$ cat src/rtl/fetch_stage.sv
// IF stage with IF/ID register: owns the PC, keeps at most one imem request in flight,
// parks a response in a one-entry skid while ID is stalled, and kills wrong-path fetches.
module fetch_stage #(
    parameter int unsigned         XLEN      = 32,
    parameter logic [XLEN-1:0]     RESET_PC  = '0,
    parameter logic [31:0]         NOP_INSTR = 32'h0000_0013
) (
    input  logic            clk_i,
    input  logic            rst_i,
    input  logic            stall_i,
    input  logic            redirect_valid_i,
    input  logic [XLEN-1:0] redirect_pc_i,
    output logic            imem_req_valid_o,
    output logic [XLEN-1:0] imem_req_addr_o,
    input  logic            imem_req_ready_i,
    input  logic            imem_resp_valid_i,
    input  logic [31:0]     imem_resp_data_i,
    output logic            if_id_valid_o,
    output logic [XLEN-1:0] if_id_pc_o,
    output logic [31:0]     if_id_instr_o,
    output logic [4:0]      if_id_rs1_addr_o,
    output logic [4:0]      if_id_rs2_addr_o
);

    typedef enum logic [1:0] {IDLE, WAIT, KILL} state_e;

    typedef struct packed {
        logic [XLEN-1:0] pc;
        logic [31:0]     instr;
    } fetch_t;

    state_e          state_q;
    logic [XLEN-1:0] pc_q, pc_d;
    logic [XLEN-1:0] req_pc_q, req_pc_d;
    logic            skid_valid_q, skid_valid_d;
    fetch_t          skid_q, skid_d;
    logic            if_id_valid_q, if_id_valid_d;
    fetch_t          if_id_q, if_id_d;

    logic resp_ok;
    logic req_valid;
    logic req_fire;

    // A response only counts while WAIT; in IDLE it is stale, in KILL it is wrong-path.
    assign resp_ok   = (state_q == WAIT) && imem_resp_valid_i;
    assign req_valid = !rst_i && !redirect_valid_i && !skid_valid_q &&
                       ((state_q == IDLE) || (resp_ok && !stall_i));
    assign req_fire  = req_valid && imem_req_ready_i;

    assign imem_req_valid_o = req_valid;
    assign imem_req_addr_o  = pc_q;

    assign if_id_valid_o    = if_id_valid_q;
    assign if_id_pc_o       = if_id_q.pc;
    assign if_id_instr_o    = if_id_q.instr;
    assign if_id_rs1_addr_o = if_id_q.instr[19:15];
    assign if_id_rs2_addr_o = if_id_q.instr[24:20];

    always_comb begin
        pc_d          = pc_q;
        req_pc_d      = req_pc_q;
        skid_valid_d  = skid_valid_q;
        skid_d        = skid_q;
        if_id_valid_d = if_id_valid_q;
        if_id_d       = if_id_q;

        if (redirect_valid_i) begin
            pc_d = redirect_pc_i;
        end else if (req_fire) begin
            pc_d = pc_q + XLEN'(4);
        end

        if (req_fire) begin
            req_pc_d = pc_q;
        end

        if (redirect_valid_i) begin
            skid_valid_d     = 1'b0;
            if_id_valid_d    = 1'b0;
            if_id_d.instr    = NOP_INSTR;
        end else if (stall_i) begin
            // IF/ID frozen; a returning fetch waits in the skid instead of being lost.
            if (resp_ok && !skid_valid_q) begin
                skid_valid_d = 1'b1;
                skid_d       = '{pc: req_pc_q, instr: imem_resp_data_i};
            end
        end else if (skid_valid_q) begin
            if_id_valid_d = 1'b1;
            if_id_d       = skid_q;
            skid_valid_d  = 1'b0;
        end else if (resp_ok) begin
            if_id_valid_d = 1'b1;
            if_id_d       = '{pc: req_pc_q, instr: imem_resp_data_i};
        end else begin
            if_id_valid_d = 1'b0;
            if_id_d.instr = NOP_INSTR;
        end
    end

    always_ff @(posedge clk_i or posedge rst_i) begin
        if (rst_i) begin
            state_q <= IDLE;
        end else begin
            unique case (state_q)
                IDLE: if (req_fire) state_q <= WAIT;
                WAIT: begin
                    if (imem_resp_valid_i) begin
                        state_q <= req_fire ? WAIT : IDLE;
                    end else if (redirect_valid_i) begin
                        state_q <= KILL;
                    end
                end
                KILL: if (imem_resp_valid_i) state_q <= IDLE;
                default: state_q <= IDLE;
            endcase
        end
    end

    always_ff @(posedge clk_i or posedge rst_i) begin
        if (rst_i) begin
            pc_q          <= RESET_PC;
            req_pc_q      <= '0;
            skid_valid_q  <= 1'b0;
            skid_q        <= '0;
            if_id_valid_q <= 1'b0;
            if_id_q       <= '{pc: '0, instr: NOP_INSTR};
        end else begin
            pc_q          <= pc_d;
            req_pc_q      <= req_pc_d;
            skid_valid_q  <= skid_valid_d;
            skid_q        <= skid_d;
            if_id_valid_q <= if_id_valid_d;
            if_id_q       <= if_id_d;
        end
    end

endmodule

$ cat config.mk
export PLATFORM = sky130hd
export DESIGN_NAME = fetch_stage
export DESIGN_NICKNAME = d
export VERILOG_FILES = /design/src/rtl/fetch_stage.sv
export SDC_FILE = /design/constraint.sdc
export NUM_CORES = 1
export LEC_CHECK = 0
export BUFFER_PORTS_ARGS = -buffer_cell sky130_fd_sc_hd__buf_2
export CORE_MARGIN = 2
export CORE_UTILIZATION = 55
export DETAILED_ROUTE_END_ITERATION = 12
export PLACE_DENSITY = 0.8
export SETUP_SLACK_MARGIN = 0.2
export SLEW_MARGIN = 40
export SYNTH_ARGS = -nofsm -noshare
export SYNTH_HDL_FRONTEND = slang
export SYNTH_SLANG_ARGS = --single-unit
$ cat constraint.sdc
create_clock -name clk_i -period 8.76 [get_ports clk_i]
set_input_delay 1.314 -clock clk_i [delete_from_list [all_inputs] [get_ports clk_i]]
set_output_delay 1.314 -clock clk_i [all_outputs]
set_load 0.005 [all_outputs]
---- Word level (Yosys, flattened, before mapping) ----
Cells that the tools add are included.
storage, ports and cells
  bits in registers ....................... 196
  input port bits ......................... 70
  logic and storage cells ................. 57
  output and inout bits ................... 108
operators by class
  reduce and logical (&&, ||, !) cells .... 18
  equal/unequal tests ..................... 7
  muxes and demuxes ....................... 20
  add/subtract/negate cells ............... 1
  bitwise operators ....................... 2
operators by type and width
  cell                                                  count
  two-way mux 32 bit                                    6
  two-way mux 64 bit                                    1
  adder 32 x 3 -> 32 bit (second input constant)        1
  AND reduction 3 bit                                   3
  two-way mux 1 bit                                     8
  two-way mux 2 bit                                     4
  logical AND 1 bit                                     7
  case mux 2 bit (3 select lines)                       1
  logical NOT 1 bit                                     4
  != test 2 bit (second input constant)                 2
  nonzero test 2 bit                                    2
  != test 3 x 1 -> 1 bit (second input constant)        1
  != test 3 bit (second input constant)                 1
  equality test 2 x 1 -> 1 bit (second input constant)  1
  equality test 2 bit (second input constant)           1
  logical NOT 2 bit                                     1
  != test 2 x 1 -> 1 bit (second input constant)        1
  NOT 1 bit                                             2
  logical OR 1 bit                                      1

---- Longest topological paths before layout ----
Gate-level depths: netlist of run 1.
  depth in word-level cells ............... 9
  gate-level depth with buffers ........... 7
  gate-level depth less buffers ........... 5

---- Worst setup path after synthesis of run 1 ----
OpenSTA, ideal clock, no wires.
  kind .................................... in2out
  start ................................... in redirect_valid_i
  end ..................................... out imem_req_valid_o
  path buffers ............................ 3
  slack ................................... 5251 ps
  cell stages on the path ................. 4
  arrival ................................. 2195 ps
  required time ........................... 7446 ps
  cell sequence ........................... clkbuf_1 clkbuf_1 buf_1 a211oi_1
between the ends
  longest elaborated chain between the ends .. 4
ends and longest elaborated chain
  what                             RTL line  source
  from (decl)                      11        input logic redirect_valid_i,
  logical NOT 1 bit                46        assign req_valid = !rst_i && !redirect_valid_i && !skid_valid_q &&
  logical AND 1 bit (3 in series)  46
  to (decl)                        13        output logic imem_req_valid_o,
Every way passes these cells.

---- Final worst setup path of run 1 ----
  start ................................... in stall_i
  end ..................................... out imem_req_valid_o
between the ends
  longest elaborated chain between the ends .. 4
ends and longest elaborated chain
  what               RTL line  source
  from (decl)        10        input logic stall_i,
  logical NOT 1 bit  47        ((state_q == IDLE) || (resp_ok && !stall_i));
  logical AND 1 bit  47
  logical OR 1 bit   47
  logical AND 1 bit  46
Every way passes these cells.

==> flow_results.org, run 1 <==
** Yosys
- Post-synthesis sequential area ratio :: 0.5553
- In the synthesized netlist the dominant register cell turns out to be sky130_fd_sc_hd__dfrtp_1.
- Main combinational cell family by area after synthesis :: multiplexers
- Synthesis Warnings :: 0
- Counting flops with a built-in enable in the synthesized netlist gives 0.
- FFs w/ async S/R, synth :: 1.000
- Synthesis instantiated between 50 and 60 different standard cells from the library.
- After synthesis the cells add up to 8840 um^2.
- Simple logic cell fraction of the synthesized area :: 0.1287
- When the netlist entered floorplanning its net count stood at between 800 and 900.
- Of the total synthesized cell area, the portion taken by XOR and XNOR cells is 0.005945.
- The portion of synthesized area spent on multiplexers is 0.1622.
- Number of register bits inferred by synthesis :: between 150 and 200
- Synthesis produced a netlist whose cell count is approximately 760.
- Area fraction in compound gates after synthesis :: 0.1067
- The average instance in the mapped netlist occupies approximately 12 um^2.
- Adder and majority cell fraction of the synthesized area :: 0.001415

** Place
- Final weighted congestion in routability-driven placement :: between 0.8 and 0.9
- Detailed placement ended at an HPWL of 13270 um.
- Port buffering added 177 buffers.

** Power and ir drop
- Worst-case vdd ir drop :: ~0.15 mV
- Power Density :: approximately 240 nW/um^2
- Of the total power, combinational logic draws 0.165.
- The analysis attributes to net switching a power of ~0.67 mW.
- The internal portion of the total power is 1.776 mW.
- Total Power Consumption :: roughly 2.4 mW
- Leakage :: 4.688 nW
- Clock share of power :: 0.329
- The share of total power dissipated in sequential elements is 0.507.
- Of the total power, the share spent switching nets is 0.2734.

** Flow run
- Max Cap Violations :: 0

** Worst hold path
- Worst hold-check path type :: flip-flop to flip-flop
- Hold path start :: if_id_pc_o[5]$_DFFE_PP0P_

** Detailed routing
- DRC :: 0
- Across all layers, the routed design uses ~6600 vias.
- The pre-antenna-repair detailed-routing pass consisted of 5 iterations.
- Total length of routed wires :: around 21000 um
- Post-DRT Antenna Nets :: 0
- Dividing the detail-routed wire length by the instance count gives ~18 um.
- Detail-routed via count per cell :: between 5 and 6
- The first routing iteration left between 400 and 500 violations.

** Setup path
- Along the worst path, the maximum fanout reaches 68.
- The critical path goes through buf_4 -> nand2b_1 -> a211oi_1 -> buf_2.
- Source of the critical timing path :: stall_i
- Endpoint type of the worst setup path :: output pin
- In this run the critical register-to-register path is launched from skid_valid_q$_DFFE_PP0P_.
- Critical setup path kind :: primary input to output pin
- At the worst endpoint, the arrival time is 2.52 ns.
- Max incr delay on CP :: between 0.4 and 0.5 ns
- Slowest cell on crit path :: sky130_fd_sc_hd__buf_4
- The worst setup path is launched from a primary input.
- STA puts the critical path data required time at roughly 7.5 ns.

** Timing
- Of the available clock period, the critical path in the final layout requires 0.4374.
- RSZ-0062 raised after global routing :: false
- After routing, the total negative slack on setup checks comes to 0 ns.
- For this run, the top clock speed supported by timing is 0.2610 GHz.
- For the final database, setup skew stands at 0.009499 ns.
- At the pin with the least slew margin, the transition time is around 0.70 ns.
- The final count of pins violating max slew is 0.
- The hold violation total from the final report was 0.
- Max_slew headroom :: 0.5221
- Setup violations remaining at the end of the flow were counted as 0.
- The worst path needs 3.832 ns of the cycle, external delays included.

** Layout
- Fraction of final layout cells sized beyond drive strength 1 :: 0.3574
- For this run, the post-layout net count is 973.
- From synthesis to final layout, the design area changed by 17.64%.

** Clock network
- In this run the number of H-tree levels came out at 4.
- Clock latency on the worst-skew pair, taken at its later pin, is 0.44 ns.
- CTS-repair resized insts :: 0
- For this design, the sink count on the clock tree is 196.
- In this run the clock root is driven by a sky130_fd_sc_hd__clkbuf_16.
- Buffers inserted during clock tree synthesis total 17.
- After clock tree synthesis, the clock-pin slew on the worst setup and hold paths is 0.07 ns.
- Count of hold buffers inserted by post-cts repair :: 0
- Post-CTS timing repair inserted 0 buffers for setup.
- Maximum root-to-sink buffer count :: 2
- CTS tree :: yes

** GRT
- Sum of overflow across all layers after global routing :: 0
- Tot GR Track Use :: 0.2429
- Antenna violations before repair :: 2
- The first global-routing pass estimated around 32000 um of wire.
- Maximum number of pins on one net before global-route repair :: about 120
- Vias in the first global route :: about 6300

** Die
- During I/O placement, the number of pins put on the boundary was approximately 180.
- In this run the horizontal extent of the chip is 130.8 um.
- Placement Rows :: 46
- The core region is between 15000 and 20000 um^2.
- Initial core utilization :: 0.5605
- Measured along the y axis, the die boundary spans between 100 and 150 um.
- The floorplan step defined a die boundary enclosing between 15000 and 20000 um^2.

** Run status
- Status :: complete, no violations
[critical path, delay by kind of cell]
kind	cells	cell delay, ns
AO/OA/AOI/OAI	1	0.13
buffers and inverters	2	0.65
AND/OR/NAND/NOR	1	0.41
[cells in the mapped netlist, types with 11 or more instances]
cell,number,area share
sky130_fd_sc_hd__a221oi_1,29,0.029
sky130_fd_sc_hd__nor2_1,18,0.0076
sky130_fd_sc_hd__nor2b_1,36,0.025
sky130_fd_sc_hd__dfrtp_1,193,0.55
sky130_fd_sc_hd__mux2_2,97,0.12
sky130_fd_sc_hd__inv_1,12,0.0051
sky130_fd_sc_hd__buf_4,13,0.011
sky130_fd_sc_hd__nor3_1,37,0.021
sky130_fd_sc_hd__nand4_1,18,0.013
sky130_fd_sc_hd__mux2i_1,33,0.037
sky130_fd_sc_hd__o21ai_0,47,0.027
sky130_fd_sc_hd__a31oi_1,11,0.0078
sky130_fd_sc_hd__nand3_1,16,0.0091
sky130_fd_sc_hd__clkbuf_1,34,0.014
sky130_fd_sc_hd__nand2_1,60,0.025
[state kept, by name, summed over array words and instances, names as in the netlist]
| signal | flops |
|---|---|
| req_pc_q | 32 |
| if_id_pc_o | 32 |
| skid_valid_q | 1 |
| if_id_instr_o | 32 |
| if_id_valid_o | 1 |
| skid_q | 64 |
| state_q | 2 |
| imem_req_addr_o | 32 |
[per-layer routing]
metal / global-route usage / vias up / wire length (um)
met1: 0.3518 / 3269 / 9317
li1: - / 3087 / -
met2: 0.3624 / 230 / 9505
met4: 0.1051 / 2 / 627
met3: 0.04520 / 47 / 1082
met5: 0 / - / 7
[cell families (layout without fill, tap and decap cells)]
logic type	count (synthesis)	count (layout)
DFF	196	196
adders and majority gates	1	1
muxes	131	131
buffers and inverters	75	228
other	0	2
and+or+nand+nor	219	219
AOI/OAI and AO/OA	134	134
xor gates and xnor gates	6	6
[layout make-up]
cell class / count / area (um^2)
sequential: 196 / 4910
clock inverter: 14 / 177.7
multi-input combinational: 491 / 3597
inverter: 12 / 57.56
antenna: 2 / 5.005
timing repair buffer: 184 / 952.2
fill: 1235 / 5371
clock buffer: 18 / 429.2
tap: 216 / 270.3
[through the flow]
| step | utilization | std cells | hold WS, ns | worst slack [ns] | area (um^2) |
|---|---|---|---|---|---|
| after global routing | 0.6592 | 1132 | 0.5074 | 4.867 | 10400 |
| final | 0.6594 | 1133 | 0.4722 | 4.928 | 10400 |
| after floorplan | - | 762 | 0.4733 | 2.110 | 8840 |
| after detailed placement | 0.6200 | 1099 | 0.4656 | 4.582 | 9778 |
| after global placement | 0.6193 | 1099 | 0.4587 | 4.288 | 9767 |
| after CTS | 0.6585 | 1131 | 0.4809 | 4.924 | 10390 |
[worst paths after layout]
kind,end,slack [ns],depth (start not counted)
max,imem_req_valid_o,4.93,4
min,if_id_pc_o[5]$_DFFE_PP0P_,0.47,2
max reg2reg,req_pc_q[4]$_DFFE_PP0P_,6.02,6
min reg2reg,if_id_pc_o[5]$_DFFE_PP0P_,0.47,2
max in group asynchronous,if_id_pc_o[14]$_DFFE_PP0P_,6.66,3
min in group asynchronous,skid_valid_q$_DFFE_PP0P_,1.03,2
[power groups by stage]
stage	combinational, mW	sequential, mW	clock, mW
after floorplan	0.258	1.22	0
after global placement	0.390	1.24	0
after detailed placement	0.406	1.25	0
after CTS	0.409	1.24	0.811
after global routing	0.454	1.27	0.846
final	0.402	1.24	0.803
[layout by cell type, fill, tap and decap left out, types with 11 or more instances in the layout]
| cell | count |
|---|---|
| sky130_fd_sc_hd__a221oi_1 | 29 |
| sky130_fd_sc_hd__a31oi_1 | 11 |
| sky130_fd_sc_hd__buf_2 | 176 |
| sky130_fd_sc_hd__clkbuf_16 | 17 |
| sky130_fd_sc_hd__dfrtp_1 | 192 |
| sky130_fd_sc_hd__mux2_2 | 97 |
| sky130_fd_sc_hd__mux2i_1 | 33 |
| sky130_fd_sc_hd__nand2_1 | 60 |
| sky130_fd_sc_hd__nand3_1 | 16 |
| sky130_fd_sc_hd__nand4_1 | 18 |
| sky130_fd_sc_hd__nor2_1 | 18 |
| sky130_fd_sc_hd__nor2b_1 | 36 |
| sky130_fd_sc_hd__nor3_1 | 37 |
| sky130_fd_sc_hd__o21ai_0 | 46 |
Note: power is estimated with default switching activity, not from simulation.
==> run 2: changes to the inputs <==
- CORE_UTILIZATION: 55 -> 50
- PLACE_DENSITY: 0.8 -> 0.77
- clock period: 8.76 -> 3.3 ns (I/O delays scaled with it)
==> run 2 against run 1 <==
Net effect: design area up 0.46%; cell count is 1.3% higher; combinational power increased to 2.7 times the previous value; worst setup slack worse by 4.1 ns; critical path type is now flip-flop to flip-flop; wire length rose by 0.91%.
==> flow_results.org, run 2 (synthesis gave the netlist of run 1 again) <==
** Die
- Placement Rows :: 48 (+4.3%)
- Die area :: 18760 um^2 (+9.7%)
- The die boundary width is 137.0 um (+4.7%).
- The area of the placeable core is 17300 um^2 (+9.7%).
- The boundary pin count was 178 (unchanged).
- Initial core utilization :: 0.5111 (-0.04947)
- The y dimension of the die is 137.0 um (+4.7%).

** Power and ir drop
- Total Power Consumption :: 6.377 mW (+160%)
- The leakage dissipation is 4.719 nW (+0.64%).
- Switching power :: 1.791 mW (+170%)
- The internal power of the cells came to 4.586 mW (+160%).
- Power Density :: 610.5 nW/um^2 (+160%)
- Comb pwr share :: 0.169 (+0.004)
- The fraction of power consumed by the clock network came to 0.316 (-0.013).
- The fraction of power consumed by sequential logic is 0.515 (+0.008).
- The worst vdd rail ir drop came to 0.4037 mV (+170%).
- Net Sw Frac :: 0.2809 (+0.007515)

** Setup path
- STA classifies the critical path startpoint as a flip-flop.
- Critical setup path kind :: flip-flop to flip-flop
- The highest fanout seen on the critical path is 54 (-21%).
- The register-to-register path setup slack was 0.80 ns (-5.22 ns).
- Data arrival time of the critical path :: 2.81 ns (+0.29 ns)
- Startpoint of the lowest-slack register-to-register path :: skid_valid_q$_DFFE_PP0P_
- The data required time of the critical path was 3.61 ns (-3.84 ns).
- Endpoint type of the worst setup path :: flip-flop
- Source of the critical timing path :: skid_valid_q$_DFFE_PP0P_

** Detailed routing
- Number of design-rule violations left by the first detailed-router iteration :: 340 (-22%)
- The post-detailed-route wirelength per cell is 18.06 um (-0.41%).
- Detail-routed via count per cell :: 5.755 (-1.7%)
- The number of iterations in the first detailed-routing pass came to 6 (+1).
- DRC :: 0 (unchanged)
- The wire length after detailed routing was 20730 um (+0.91%).
- Via count of the routed design :: 6607 (-0.42%)
- Post-DRT Antenna Nets :: 0 (unchanged)

** Place
- The final RePlAce weighted congestion was 0.9038 (+4.3%).
- The count of buffers from port buffering was 177 (unchanged).
- Detailed placement HPWL :: 14020 um (+5.6%)

** Timing
- Final TNS setup :: 0 ns (unchanged)
- The total of endpoints with negative setup slack in the final report came to 0 (unchanged).
- Clk_skew :: 0.01172 ns (+0.002220 ns)
- The clock period could shrink to 2.499 ns.
- Period utilisation layout :: 0.7572
- Setup repair after global routing left no endpoint under its margin.
- Final Hold Violating Endpoints :: 0 (unchanged)
- Highest achievable clock rate :: 0.4002 GHz
- Max_slew headroom :: 0.4656 (-0.05657)
- Slew Viols, Final :: 0 (unchanged)
- Measured slew at the worst slew-check pin :: 0.8017 ns (+0.1029 ns)

** Clock network
- The quantity of hold-fixing buffers added after cts came to 0 (unchanged).
- Maximum root-to-sink buffer count :: 2 (unchanged)
- The cell sitting at the root of the clock tree is a sky130_fd_sc_hd__clkbuf_16.
- Total clock buffers created by CTS :: 17 (unchanged)
- Clock latency on the worst-skew pair :: 0.43 ns (about the same)
- TritonCTS built the clock tree.
- The number of clock sinks seen by CTS came to 196 (unchanged).
- The post-CTS clock slew at the launch and capture registers of the worst setup and hold paths came to 0.07 ns (about the same).
- The CTS H-tree depth was 4 (unchanged).
- The post-CTS setup repair buffer count came to 0 (unchanged).
- CTS-repair resized insts :: 0 (unchanged)

** GRT
- Antenna violations before repair :: 0 (-2)
- The number of global-route vias before repair is 6484 (+3.6%).
- Tot GR Track Use :: 0.2298 (-0.01316)
- The overall overflow remaining after global route was 0 (unchanged).
- Maximum number of pins on one net before global-route repair :: 103 (-17%)
- The global-route wire length before repair was 33670 um (+4.7%).

** Layout
- Area overhead of the layout relative to synthesis :: 18.17%
- Largest register FFs :: 64 (unchanged)
- In the layout the commonest cells are sky130_fd_sc_hd__dfrtp_1 (192), sky130_fd_sc_hd__buf_2 (177), sky130_fd_sc_hd__mux2_2 (97), sky130_fd_sc_hd__nand2_1 (60), sky130_fd_sc_hd__o21ai_0 (46).
- Ranked by flip-flop count, first place goes to skid_q.
- The fraction of final layout cells sized beyond drive strength 1 came to 0.3619 (+0.004486).
- The final design utilization is 0.6040 (-0.05544).
- The net count reported at finish was 981 (+0.82%).
- The final antenna diode count came to 0 (-2).
- Leaving out fill and tap cells, the most frequent cell in the layout is sky130_fd_sc_hd__dfrtp_1.

** Worst hold path
- Worst hold-check path type :: primary input to async pin

** Run status
- Status :: complete, no violations

** Flow run
- The number of violations of the max-capacitance limit is 0 (unchanged).
-- run 2: power groups by stage --
stage	registers (mW)	logic, mW	clock network (mW)
floorplan	3.25	0.686	0
global placement	3.30	1.06	0
detailed placement	3.32	1.10	0
CTS	3.28	1.10	2.07
global route	3.35	1.23	2.16
finish	3.28	1.08	2.02
-- run 2: area by class of cell --
class,count,area (um^2)
Clock inverter,14,141.4
Fill cell,1416,6850
Multi-Input combinational cell,491,3597
Timing Repair Buffer,192,1036
Tap cell,225,281.5
Clock buffer,18,429.2
Sequential cell,196,4912
Inverter,12,48.80
-- run 2: worst paths after layout --
kind,end,depth (start not counted)
min reg2reg,if_id_pc_o[22]$_DFFE_PP0P_,2
max reg2reg,skid_q[56]$_DFFE_PP0P_,6
max in group asynchronous,skid_q[47]$_DFFE_PP0P_,3
max,skid_q[56]$_DFFE_PP0P_,6
min,state_q[0]$_DFFE_PP0P_,3
min in group clk_i,state_q[1]$_DFFE_PP0P_,2
-- run 2: metrics by stage --
step,area (um^2),hold slack [ns],setup slack [ns],std cells
global placement,9876,0.4583,0.8456,1116
CTS,10450,0.2401,0.7969,1148
global route,10450,0.2571,0.6749,1148
finish,10450,0.2531,0.8012,1148
detailed placement,9876,0.4660,0.7983,1116
floorplan,8843,0.4733,0.2751,762
-- run 2: worst max-delay path: stages, from the launching register on --
cell	delay (ns)
sky130_fd_sc_hd__dfrtp_4	0.57
sky130_fd_sc_hd__buf_4	0.69
sky130_fd_sc_hd__inv_1	0.23
sky130_fd_sc_hd__nand2_1	0.25
sky130_fd_sc_hd__nor2_4	0.07
sky130_fd_sc_hd__buf_12	0.20
sky130_fd_sc_hd__mux2_2	0.32
-- run 2: routing by layer --
| layer | global-route usage | vias up | share of wire |
|---|---|---|---|
| met1 | 0.3240 | 3287 | 0.45 |
| met2 | 0.3496 | 204 | 0.48 |
| li1 | - | 3082 | - |
| met5 | 0 | - | 0 |
| met3 | 0.04370 | 34 | 0.052 |
| met4 | 0.09622 | 0 | 0.024 |
==> run 3: changes to the inputs <==
- clock period: 3.3 -> 2.2 ns (I/O delays scaled with it)
==> run 3 against run 2 <==
Net effect: critical path depth shrank 2; first-iteration DRC count grew 81%; via count grew 3.8%; clock-buffer cell count grew 1; sequential power grew 50%; power grew 56%; clock power grew 59%; worst hold slack lost 0.15 ns.
==> flow_results.org, run 3 (synthesis gave the netlist of run 1 again) <==
** Place
- Count of placed standard cells including taps :: 1135 (+1.7%)
- Final weighted congestion in routability-driven placement :: 0.8909 (-1.4%)
- Worst slack at placement :: 0.07635 ns (-0.7220 ns)
- The count of buffers from port buffering was 177 (unchanged).
- The area after detailed placement is 10030 um^2 (+1.6%).
- The estimated wirelength of the detail-placed design was 14520 um (+3.6%).

** Setup path
- The setup path with the least slack is of type flip-flop to output pin.
- STA classifies the critical path endpoint as an output pin.
- The critical path data arrival time was 1.77 ns (-1.04 ns).
- The number of buffer and inverter instances along the worst setup path is 2 (-1).
- The highest fanout seen on the critical path was 5 (-91%).
- The critical path's largest stage delay came to 0.50 ns (-0.19 ns).
- The worst setup path is launched from a flip-flop.
- The critical path goes through or3_4 -> buf_6 -> a211oi_2 -> buf_2.
- The data required time of the critical path came to 1.87 ns (-1.74 ns).
- Critical path's top delay family :: flip-flops
- Slowest cell on crit path :: sky130_fd_sc_hd__dfrtp_4

** Timing
- Worst slack on hold paths :: 0.1061 ns (-0.1470 ns)
- Setup repair after global routing could not meet its margin everywhere.
- Final TNS setup :: 0 ns (unchanged)
- The final setup skew was 0.008533 ns (-0.003186 ns).
- The worst slew margin relative to its limit is 0.5440 (+0.07843).
- The clock period could shrink to between 2 and 2.5 ns.
- Final Hold Violating Endpoints :: 0 (unchanged)
- The final count of pins violating max slew was 0 (unchanged).
- The transition time at the pin with the least slew margin was 0.6840 ns (-0.1176 ns).
- Dividing the final minimum period by the clock period gives 0.9537.
- Post-route worst setup slack :: 0.1018 ns (-0.6994 ns)
- Highest achievable clock rate :: around 0.48 GHz
- Setup-failing EPs final :: 0 (unchanged)

** Die
- The initial standard-cell utilization of the core was 0.5111 (unchanged).
- X dimension of the die :: 137.0 um (unchanged)
- The y dimension of the die was 137.0 um (unchanged).
- The boundary pin count is 178 (unchanged).
- Placement Rows :: 48 (unchanged)
- The area of the placeable core is 17300 um^2 (unchanged).
- Die area :: 18760 um^2 (unchanged)

** GRT
- Vias in the first global route :: 6610 (+1.9%)
- The combined global-route utilization of all metal layers was 0.2296 (about the same).
- The overall overflow remaining after global route is 0 (unchanged).
- The initial antenna violation count is 0 (unchanged).
- The maximum number of pins on one net before global-route repair is 94 (-8.7%).
- Global-route wire length before repair :: 33680 um (about the same)

** Detailed routing
- Top routing layer used :: met4
- DRC :: 0 (unchanged)
- Total length of routed wires :: 22230 um (+7.2%)
- DRT Pass-1 Iters :: 7 (+1)
- The final antenna-violating net count is 0 (unchanged).
- Routed wl met2 :: 10770 um (+9.4%)
- The count of vias placed by the detailed router is 6860 (+3.8%).
- The via density per instance was 5.814 (+1.0%).
- Number of design-rule violations left by the first detailed-router iteration :: 615 (+81%)
- The total met3 wirelength after detailed routing came to 1121 um (+4.4%).
- Post-Route M1 WL :: 9616 um (+3.4%)
- Average routed wire per standard cell :: 18.84 um (+4.3%)

** Clock network
- The maximum count of clock buffers along a single path is 2 (unchanged).
- The source-to-sink clock delay at the later pin of the worst-skew pair was 0.43 ns (about the same).
- Total clock buffers created by CTS :: 17 (unchanged)
- TritonCTS built the clock tree.
- Clk sinks :: 196 (unchanged)
- Reg clk slew, reported paths :: 0.07 ns (about the same)
- Clock tree root driver cell :: sky130_fd_sc_hd__clkbuf_16
- The CTS H-tree depth was 4 (unchanged).

** Layout
- The number of flip-flops under the largest register name came to 64 (unchanged).
- Count of filler cells inserted in the layout :: 1352 (-4.5%)
- More flip-flops sit in one register than any other, and that register is skid_q.
- Most common cell after layout, fill and taps aside :: sky130_fd_sc_hd__dfrtp_1
- Flip-flop and latch area :: 4918 um^2 (+0.13%)
- The fraction of final layout cells sized beyond drive strength 1 came to 0.3990 (+0.03709).
- In the layout the commonest cells are sky130_fd_sc_hd__dfrtp_1 (187), sky130_fd_sc_hd__buf_2 (177), sky130_fd_sc_hd__mux2_2 (67), sky130_fd_sc_hd__nand2_1 (59), sky130_fd_sc_hd__o21ai_0 (46).
- Number of nets in the layout :: 1013 (+3.3%)
- The area growth from synthesis to layout is 24.12%.
- The non-filler instance count after layout came to 1180 (+2.8%).
- The area of combinational cells with multiple inputs is 3769 um^2 (+4.8%).
- Diode count :: 0 (unchanged)
- Finished layout cell area :: 10970 um^2 (+5.0%)

** Power and ir drop
- Power Density :: 908.6 nW/um^2 (+49%)
- The worst vdd rail ir drop came to 0.5768 mV (+43%).
- Leakage :: 5.009 nW (+6.2%)

** Flow run
- The number of violations of the max-capacitance limit is 0 (unchanged).

** Run status
- The flow ran to the end, and the final reports show no timing, DRC or antenna violations.

** Worst hold path
- Worst hold-check path type :: primary input to async pin
## run 3: worst paths after layout
path                                       startpoint                               to  slack [ns]  cells past startpoint
setup / recovery             skid_valid_q$_DFFE_PP0P_                 imem_req_valid_o        0.10                      4
hold / removal                                  rst_i          req_pc_q[7]$_DFFE_PP0P_        0.11                      3
setup reg to reg             skid_valid_q$_DFFE_PP0P_         req_pc_q[30]$_DFFE_PP0P_        0.13                      5
hold reg to reg            if_id_pc_o[27]$_DFFE_PP0P_       if_id_pc_o[27]$_DFFE_PP0P_        0.47                      2
max in group asynchronous                       rst_i  imem_req_addr_o[21]$_DFFE_PP0P_        1.49                      3
min in group clk_i                   redirect_pc_i[2]   imem_req_addr_o[2]$_DFFE_PP0P_        0.11                      3
## run 3: through the flow
step                power, mW    util
floorplan               5.902       -
global placement        6.555  0.5799
detailed placement      6.674  0.5799
CTS                     9.886  0.6184
global route            10.47  0.6343
finish                  9.969  0.6343
## run 3: report_power, final
group / internal, mW / total [mW] / switching, mW
logic: 1.03 / 1.83 / 0.800
registers: 4.39 / 4.93 / 0.535
clock network: 1.82 / 3.21 / 1.39
total: 7.24 / 9.97 / 2.73
## run 3: final cells by class
class | count | share of cell area
clock buffer | 19 | 0.03946
clock inverter | 13 | 0.01597
inverter | 12 | 0.004447
multi-input combinational | 491 | 0.3435
sequential | 196 | 0.4483
tap | 225 | 0.02566
timing repair buffer | 224 | 0.1227
## run 3: repair_timing
action	in CTS	in global routing
hold buffers	0	0
buffers inserted	4	5
gates resized for setup	7	49
endpoints found under the setup margin	69	113
hold endpoints to repair	0	0
gates cloned	1	3
pin swaps	4	4
## run 3: worst register-to-register path, stage by stage (launching register included)
cell and delay (ns):
sky130_fd_sc_hd__dfrtp_4 0.50, sky130_fd_sc_hd__or4b_4 0.55, sky130_fd_sc_hd__a21oi_4 0.14, sky130_fd_sc_hd__and2_4 0.27, sky130_fd_sc_hd__buf_12 0.16, sky130_fd_sc_hd__mux2_2 0.34
## run 3: layer usage
layer / GRT usage / up-vias
met1: 0.3129 / 3384
met2: 0.3571 / 276
li1: - / 3143
met4: 0.1042 / 0
met5: 0 / -
met3: 0.04407 / 57
